### src/rtl/fifo_rd_stream_if.sv
// Read-side FIFO port plus downstream valid/ready byte stream for fifo_rd_stream.
// master = the stream block itself, slave = the FIFO / downstream side.
interface fifo_rd_stream_if #(
  parameter int unsigned DW = 8
);
  logic          fifo_empty;
  logic          fifo_pop;
  logic [DW-1:0] fifo_out;
  logic          m_valid;
  logic          m_ready;
  logic [DW-1:0] m_data;
  logic          m_last;

  modport master (
    input  fifo_empty, fifo_out, m_ready,
    output fifo_pop, m_valid, m_data, m_last
  );

  modport slave (
    output fifo_empty, fifo_out, m_ready,
    input  fifo_pop, m_valid, m_data, m_last
  );
endinterface

### src/rtl/fifo_rd_stream.sv
// FIFO read consumer: pops bytes, absorbs 1-cycle read latency in a 2-entry skid buffer,
// streams them out framed into PKT_LEN-byte packets. FIFO_RD_STREAM_STATS_EN adds packet/stall counters.
module fifo_rd_stream #(
  parameter int unsigned DW      = 8,
  parameter int unsigned PKT_LEN = 16,
  parameter int unsigned CW      = $clog2(PKT_LEN)
) (
  input  logic              rclk,
  input  logic              rrst_n,
  input  logic              enable,
  fifo_rd_stream_if.master  bus,
  output logic              busy
`ifdef FIFO_RD_STREAM_STATS_EN
  ,
  input  logic              clr_stats,
  output logic [15:0]       pkt_count,
  output logic [15:0]       stall_count
`endif
);

  localparam int unsigned OW = 2;

  logic [OW-1:0] occ;
  logic          inflight;
  logic [DW-1:0] head;
  logic [DW-1:0] tail;
  logic [CW-1:0] cnt;
  logic          accept;
  logic [2:0]    pending;

  assign bus.m_valid = (occ != OW'(0));
  assign bus.m_data  = head;
  assign bus.m_last  = bus.m_valid && (cnt == CW'(PKT_LEN - 1));
  assign accept      = bus.m_valid && bus.m_ready;
  assign busy        = inflight || (occ != OW'(0));

  // Slots already committed after this cycle's accept; never underflows since accept implies occ>=1.
  assign pending      = 3'(occ) + 3'(inflight) - 3'(accept);
  assign bus.fifo_pop = rrst_n && enable && !bus.fifo_empty && (pending < 3'd2);

  // Skid buffer: head is presented downstream, tail holds the second byte.
  always_ff @(posedge rclk or negedge rrst_n) begin
    if (!rrst_n) begin
      occ      <= '0;
      inflight <= 1'b0;
      head     <= '0;
      tail     <= '0;
    end else begin
      inflight <= bus.fifo_pop;
      unique case ({inflight, accept})
        2'b10: begin
          if (occ == OW'(0)) head <= bus.fifo_out;
          else               tail <= bus.fifo_out;
          occ <= occ + OW'(1);
        end
        2'b01: begin
          head <= tail;
          occ  <= occ - OW'(1);
        end
        2'b11: begin
          if (occ == OW'(2)) begin
            head <= tail;
            tail <= bus.fifo_out;
          end else begin
            head <= bus.fifo_out;
          end
        end
        default: ;
      endcase
    end
  end

  // In-packet byte counter; wraps after the last byte of each packet.
  always_ff @(posedge rclk or negedge rrst_n) begin
    if (!rrst_n) begin
      cnt <= '0;
    end else if (accept) begin
      cnt <= bus.m_last ? '0 : cnt + CW'(1);
    end
  end

`ifdef FIFO_RD_STREAM_STATS_EN
  // Packet counter wraps; stall counter saturates; clear beats a same-cycle increment.
  always_ff @(posedge rclk or negedge rrst_n) begin
    if (!rrst_n) begin
      pkt_count   <= '0;
      stall_count <= '0;
    end else if (clr_stats) begin
      pkt_count   <= '0;
      stall_count <= '0;
    end else begin
      if (accept && bus.m_last) pkt_count <= pkt_count + 16'd1;
      if (bus.m_valid && !bus.m_ready && (stall_count != 16'hFFFF))
        stall_count <= stall_count + 16'd1;
    end
  end
`endif

endmodule

### src/flat_wrapper.sv
// flat-port wrapper written by rule: the top's interface ports become plain ports
module fifo_rd_stream_flat 
#(
  parameter int unsigned DW      = 8,
  parameter int unsigned PKT_LEN = 16,
  parameter int unsigned CW      = $clog2(PKT_LEN)
)
  (rclk, rrst_n, enable, busy, bus_fifo_empty, bus_fifo_out, bus_m_ready, bus_fifo_pop, bus_m_valid, bus_m_data, bus_m_last);
  fifo_rd_stream_if #(.DW(DW)) bus_i ();
  input  logic rclk;
  input  logic rrst_n;
  input  logic enable;
  output logic busy;
  input wire logic [$bits(bus_i.fifo_empty)-1:0] bus_fifo_empty;
  input wire logic [$bits(bus_i.fifo_out)-1:0] bus_fifo_out;
  input wire logic [$bits(bus_i.m_ready)-1:0] bus_m_ready;
  output wire logic [$bits(bus_i.fifo_pop)-1:0] bus_fifo_pop;
  output wire logic [$bits(bus_i.m_valid)-1:0] bus_m_valid;
  output wire logic [$bits(bus_i.m_data)-1:0] bus_m_data;
  output wire logic [$bits(bus_i.m_last)-1:0] bus_m_last;
  assign bus_i.fifo_empty = bus_fifo_empty;
  assign bus_i.fifo_out = bus_fifo_out;
  assign bus_i.m_ready = bus_m_ready;
  assign bus_fifo_pop = bus_i.fifo_pop;
  assign bus_m_valid = bus_i.m_valid;
  assign bus_m_data = bus_i.m_data;
  assign bus_m_last = bus_i.m_last;
  fifo_rd_stream #(.DW(DW), .PKT_LEN(PKT_LEN), .CW(CW)) u_core (.rclk(rclk), .rrst_n(rrst_n), .enable(enable), .bus(bus_i), .busy(busy));
endmodule
### config.mk
export PLATFORM = sky130hd
export DESIGN_NAME = fifo_rd_stream_flat
export DESIGN_NICKNAME = d
export VERILOG_FILES = /design/src/rtl/fifo_rd_stream_if.sv /design/src/rtl/fifo_rd_stream.sv /design/src/flat_wrapper.sv
export SDC_FILE = /design/constraint.sdc
export NUM_CORES = 1
export LEC_CHECK = 0
export ABC_AREA = 1
export CAP_MARGIN = 20
export CORE_ASPECT_RATIO = 0.7
export CORE_MARGIN = 2
export CORE_UTILIZATION = 55
export CTS_CLUSTER_SIZE = 14
export DETAILED_ROUTE_END_ITERATION = 8
export DONT_BUFFER_PORTS = 1
export PLACE_DENSITY = 0.73
export SLEW_MARGIN = 20
export SYNTH_ARGS = -nofsm -noshare
export SYNTH_HDL_FRONTEND = slang
export SYNTH_SLANG_ARGS = --single-unit
### constraint.sdc
create_clock -name rclk -period 1.9 [get_ports rclk]
set_input_delay 0.285 -clock rclk [delete_from_list [all_inputs] [get_ports rclk]]
set_output_delay 0.285 -clock rclk [all_outputs]
set_load 0.01 [all_outputs]
* After elaboration in Yosys (flattened, before gate mapping) *
Index checks and enable logic that the tools add are counted.
Widths: inputs -> output; s select.

word-level totals
  word-level logic and storage cells = 41
  register bits = 23
  bits in latches = 0
  bits in writable memories = 0
  memories = 0
  output and inout port bits = 12
  bits in read-only memories = 0
  input bits = 13

cells by class
  multipliers = 0
  equality and inequality tests = 8
  add/subtract/negate cells = 5
  divide/modulo/power cells = 0
  shift operators = 0
  order comparisons = 1
  bitwise logic cells = 0
  reductions and logical operators = 14
  mux-type cells = 8

operators by type and width
  operator             number
  $mux 8               4
  $pmux 8 s3           1
  $pmux 8 s2           1
  $eq 2x2->1 const B   3
  $reduce_bool 2->1    3
  $logic_and 1x1->1    5
  $add 4x1->4 const B  1
  $eq 4x4->1 const B   1
  $mux 4               1
  $ne 2x1->1 const B   2
  $pmux 2 s2           1
  $add 2x1->3          1
  $lt 3x2->1 const B   1
  $reduce_and 3->1     1
  $reduce_bool 3->1    1
  $sub 3x1->3          1
  $add 2x1->2 const B  1
  $eq 2x1->1 const B   1
  $logic_not 2->1      1
  $ne 2x2->1 const B   1
  $reduce_and 2->1     1
  $sub 2x1->2 const B  1
  $logic_not 1->1      1
  $logic_or 1x1->1     1

* Logic depth before layout (Yosys ltp) *
  word-level depth = 5
  mapped depth = 8
  depth with buffers taken out = 8

* Worst setup path before layout *
OpenSTA, ideal clock, no wires.

  path type = flip-flop to output port
  from = register u_core.occ[1]
  to = output port bus_fifo_pop
  arrival = 2.002 ns
  stages on the path, launching flop included = 9
  slack = -0.387 ns
  buffers on the path = 0
  required time = 1.615 ns
  cell sequence = dfrtp_1 > inv_2 > nor2_4 > nand2_1 > nand2_1 > nand2_1 > fa_1 > inv_1 > nor4_1

between the ends
  word-level cells in the longest chain between the ends = 5
  elaborated cells on any way between the ends = 6
  classes of those cells = add/sub (2); order compare (1); reduce/logical (3)

RTL lines
  what                                                 line                  text
  from (decl)                                          fifo_rd_stream.sv:23  logic [OW-1:0] occ;
  from (signal assigned)                               fifo_rd_stream.sv:54  occ <= occ + OW'(1);
  from (signal assigned)                               fifo_rd_stream.sv:58  occ <= occ - OW'(1);
  branches (longest 2 deep; another with $add 2x1->3)  n/a
  $sub 3x1->3 *                                        fifo_rd_stream.sv:38  assign pending = 3'(occ) + 3'(inflight) - 3'(accept);
  $lt 3x2->1 *                                         fifo_rd_stream.sv:39  assign bus.fifo_pop = rrst_n && enable && !bus.fifo_empty && (pending < 3'd2);
  $logic_and 1x1->1 *                                  fifo_rd_stream.sv:39
  to (decl)                                            flat_wrapper.sv:17    output wire logic [$bits(bus_i.fifo_pop)-1:0] bus_fifo_pop;

Every way passes the cells marked *.

* Worst setup path in the final report *
Ends and elaborated chain as after synthesis.

==> impl_summary.log <==
[metrics] PwrDens: around 1500 mW/mm^2
[metrics] DR vias: between 1k and 1.5k
[metrics] Final Net Count: about 200
[metrics] Antenna Diode Count: 0
[metrics] final slew viol count: 0
[metrics] worst setup path class: flop to output port
[metrics] Routed wire per std cell: 14.1 um
[metrics] capturing element type of the critical path: output port
[metrics] power dissipated by switching net loads: approximately 1.0 mW
[metrics] Synth Warn #: 0
[metrics] Final Critical Period: 2250 ps
[metrics] maximum number of pins on one net before global-route repair: 24
[metrics] post-route ant nets: 0
[metrics] slack of the worst reg-to-reg path: roughly 140 ps
[metrics] hpwl dp: about 2.1 mm
[metrics] number of hold-slack violations in the final timing report: 0
[metrics] clock-pin slew reported for the worst setup and hold paths after clock tree synthesis: between 100 and 150 ps
[metrics] Worst Hold Path Cells: 1
[metrics] nets in the synthesized netlist: ~190
[metrics] minimum setup slack after placement: -36.6 ps
[metrics] antenna violations before repair: 0
[metrics] Startpoint Class: flop
[metrics] main flop type after synthesis: sky130_fd_sc_hd__dfrtp_1
[metrics] classification of the worst-slack hold path: input pin to flop
[metrics] GR Layer Usage met2: between 30% and 40%
[metrics] number of primary I/O pins: 25
[metrics] async set-reset flop share out of synthesis: 100%
[metrics] Post-Syn Instances: between 150 and 200
[metrics] GRT overflow: 0
[metrics] total power of the final layout: roughly 2.2 mW
[metrics] starting utilization of the core area: between 50% and 60%
[metrics] CTS Sinks: 23
[metrics] library cells used by synthesis: 24
[metrics] number of enable flip-flop cells after synthesis: 0
[metrics] Port-buffer cells: 0
[metrics] number of levels the H-tree was split into: 1
[metrics] average cell area after synthesis: 7.61 um^2
[metrics] final std cell area, no fill: 0.00147 mm^2
[metrics] GRT Max-Usage Layer: met2
[metrics] Vert. Die Dim: 45.5 um
[metrics] largest fanout on the critical path: 4
[metrics] Worst Reg2Reg Path Length in Cells: 8
[metrics] cell-internal power: 1.17 mW
[metrics] capture instance of the worst register-to-register path: u_core.inflight
[metrics] setup ws final: -355 ps
[metrics] total routed wirelength: between 3 and 4 mm
[metrics] worst ir drop on vdd: 0.789 mV
[metrics] highest achievable clock rate: around 0.44 GHz
[metrics] Reg power frac: 41.3%
[metrics] violated checks: negative setup slack
[metrics] post-route setup TNS: -355 ps
[metrics] synthesis-to-layout area growth: 8.31%
[metrics] global-route wire length before repair: 5.13 mm
[metrics] root buffer selected by CTS: sky130_fd_sc_hd__clkbuf_4
[metrics] startpoint of the worst setup timing path: u_core.occ[1]
[metrics] r2r startpoint: u_core.occ[1]
[metrics] met3 GRT Util: 7.43%
[metrics] leak pwr: approximately 0.73 nW
[metrics] full die area: about 0.0029 mm^2
[metrics] result of the run: finished with violations
[metrics] Core ar.: 0.00240 mm^2
[metrics] sequential element share of the synthesized area: a little over two fifths
[metrics] share of the cycle needed by the critical path after routing: 119%
[metrics] core utilization of the finished layout: 61.1%
[metrics] routing usage on met1: 30.3%
[metrics] proportion of layout cells with a drive suffix above 1: between 15 and 20%
[metrics] Std-Cell Rows: 15
[metrics] required time worst endpoint: 1620 ps
[metrics] gp weighted congestion: 0.837
[metrics] CTS Buf Count: 3
[metrics] vias in the first global route: 1118
[metrics] Critical path destination: bus_fifo_pop
[metrics] worst slew slack as a fraction of its limit: roughly two thirds
[metrics] setup repair after global routing missed its margin: true
[metrics] clock tree from TritonCTS: built
[metrics] Die X: 63.3 um
[metrics] power share of the combinational group: about half
[metrics] Tightest Pin Transition: 525 ps
[metrics] Placed Cells: around 210
[metrics] arrival time of data at the critical path endpoint: 1970 ps
[metrics] final setup vio count: 1
[metrics] DRC: 0
[metrics] clock latency on the worst-skew pair: between 300 and 400 ps
[metrics] post-synthesis register bit count: 23
[metrics] total of max-cap violations: 0
[metrics] dpl cell area: roughly 0.0014 mm^2
[metrics] Iter 0 DRT Violations: 77
[metrics] fraction of power spent switching nets: a little under half
[metrics] first-pass iteration count of the detailed router: 4
[metrics] Final Non-Filler Cells: 220
[metrics] part of the total power dissipated in the clock network: 10.4%
[metrics] average via count per standard cell: 5.46
[metrics] setup clock skew after layout: approximately 1.7 ps
[metrics] deepest clock path buffer count: 2
[metrics] overall fraction of global-route tracks in use: a little under a quarter
[metrics] final worst hold slack: about 25 ps
[metrics] post-synth design cell area: between 0.001 and 0.0015 mm^2
[power by group through the flow]
stage          sequential, mW  combinational [mW]  clock, mW
2_1_floorplan           0.909               0.804          0
3_3_place_gp            0.917               0.975          0
3_5_place_dp            0.927                1.01          0
4_1_cts                 0.915                1.06      0.243
5_1_grt                 0.945                1.20      0.258
6_report                0.914                1.07      0.230
[critical path, cell delays in order (launching register included)]
cell and delay (ps):
sky130_fd_sc_hd__dfrtp_2 410, sky130_fd_sc_hd__inv_4 40, sky130_fd_sc_hd__nor2_4 100, sky130_fd_sc_hd__nand2_2 90, sky130_fd_sc_hd__nand2_2 80, sky130_fd_sc_hd__nand2_2 60
sky130_fd_sc_hd__fa_1 500, sky130_fd_sc_hd__inv_2 50, sky130_fd_sc_hd__nor4_4 320
[final cells by class]
type                            count  area [um^2]
Fill cell                         228          935
Multi-Input combinational cell    140          713
Sequential cell                    23          577
Timing Repair Buffer                9         67.6
Tap cell                           34         42.5
Inverter                           10         40.0
Clock buffer                        3         22.5
Clock inverter                      1         5.00
[cell usage after synthesis, types with 2 or more instances]
master / count / share of area (%)
sky130_fd_sc_hd__nand2_2: 4 / 1.8
sky130_fd_sc_hd__inv_2: 3 / 0.83
sky130_fd_sc_hd__nand3_1: 22 / 8.1
sky130_fd_sc_hd__buf_6: 3 / 2.5
sky130_fd_sc_hd__o21ai_0: 3 / 1.1
sky130_fd_sc_hd__a21oi_1: 7 / 2.6
sky130_fd_sc_hd__nand2_1: 60 / 17
sky130_fd_sc_hd__dfrtp_1: 23 / 42
sky130_fd_sc_hd__nand4_1: 7 / 3.2
sky130_fd_sc_hd__nor2_1: 25 / 6.9
sky130_fd_sc_hd__inv_1: 7 / 1.9
sky130_fd_sc_hd__nand2_4: 2 / 1.7
[kinds of logic (layout without fill, tap and decap cells)]
kind of cell               after synthesis  in the layout  share of synthesized area, %
AOI/OAI and AO/OA                       11             11                          4.34
DFF                                     23             23                          42.5
xor gates and xnor gates                 2              2                          1.29
and+or+nand+nor                        125            125                          42.9
buffers and inverters                   15             23                          6.56
adders and majority gates                2              2                          2.40
[metal layers]
layer / share of wire [%] / routed length [um]
met1: 45 / 1390
met2: 47 / 1460
met3: 7.1 / 220
met4: 1.5 / 46
met5: 0 / 0
[cells in the final DEF, fill, tap and decap left out, drive strengths merged, types with 3 or more instances in the layout]
cell type   n
nand2      67
nor2       26
nand3      23
dfrtp      23
inv        10
buf         8
a21oi       7
nand4       7
o21ai       4
clkbuf      3
[sequential cells by signal, summed over array words and instances (netlist names)]
name,count
u_core.bus.m_data,8
u_core.cnt,4
u_core.inflight,1
u_core.occ,2
u_core.tail,8
[worst min-delay path by stage]
stage / startpoint / slack, ps / end
final: bus_fifo_empty / 30 / u_core.inflight
after detailed placement: rrst_n / -10 / u_core.bus.m_data[7]
after global placement: rrst_n / -10 / u_core.cnt[2]
after CTS: bus_fifo_empty / 10 / u_core.inflight
after floorplan: rrst_n / -10 / u_core.bus.m_data[0]
after global routing: bus_fifo_empty / 3 / u_core.inflight
[what timing repair did]
| item | 4_1_cts | 5_1_grt |
|---|---|---|
| hold endpoints to repair | 23 | 23 |
| hold buffers | 1 | 1 |
| buffers inserted | 2 | 0 |
| gates resized for setup | 3 | 0 |
| pin swaps | 2 | 0 |
| setup endpoints to repair | 1 | 1 |
(Power assumes the default switching activity.)
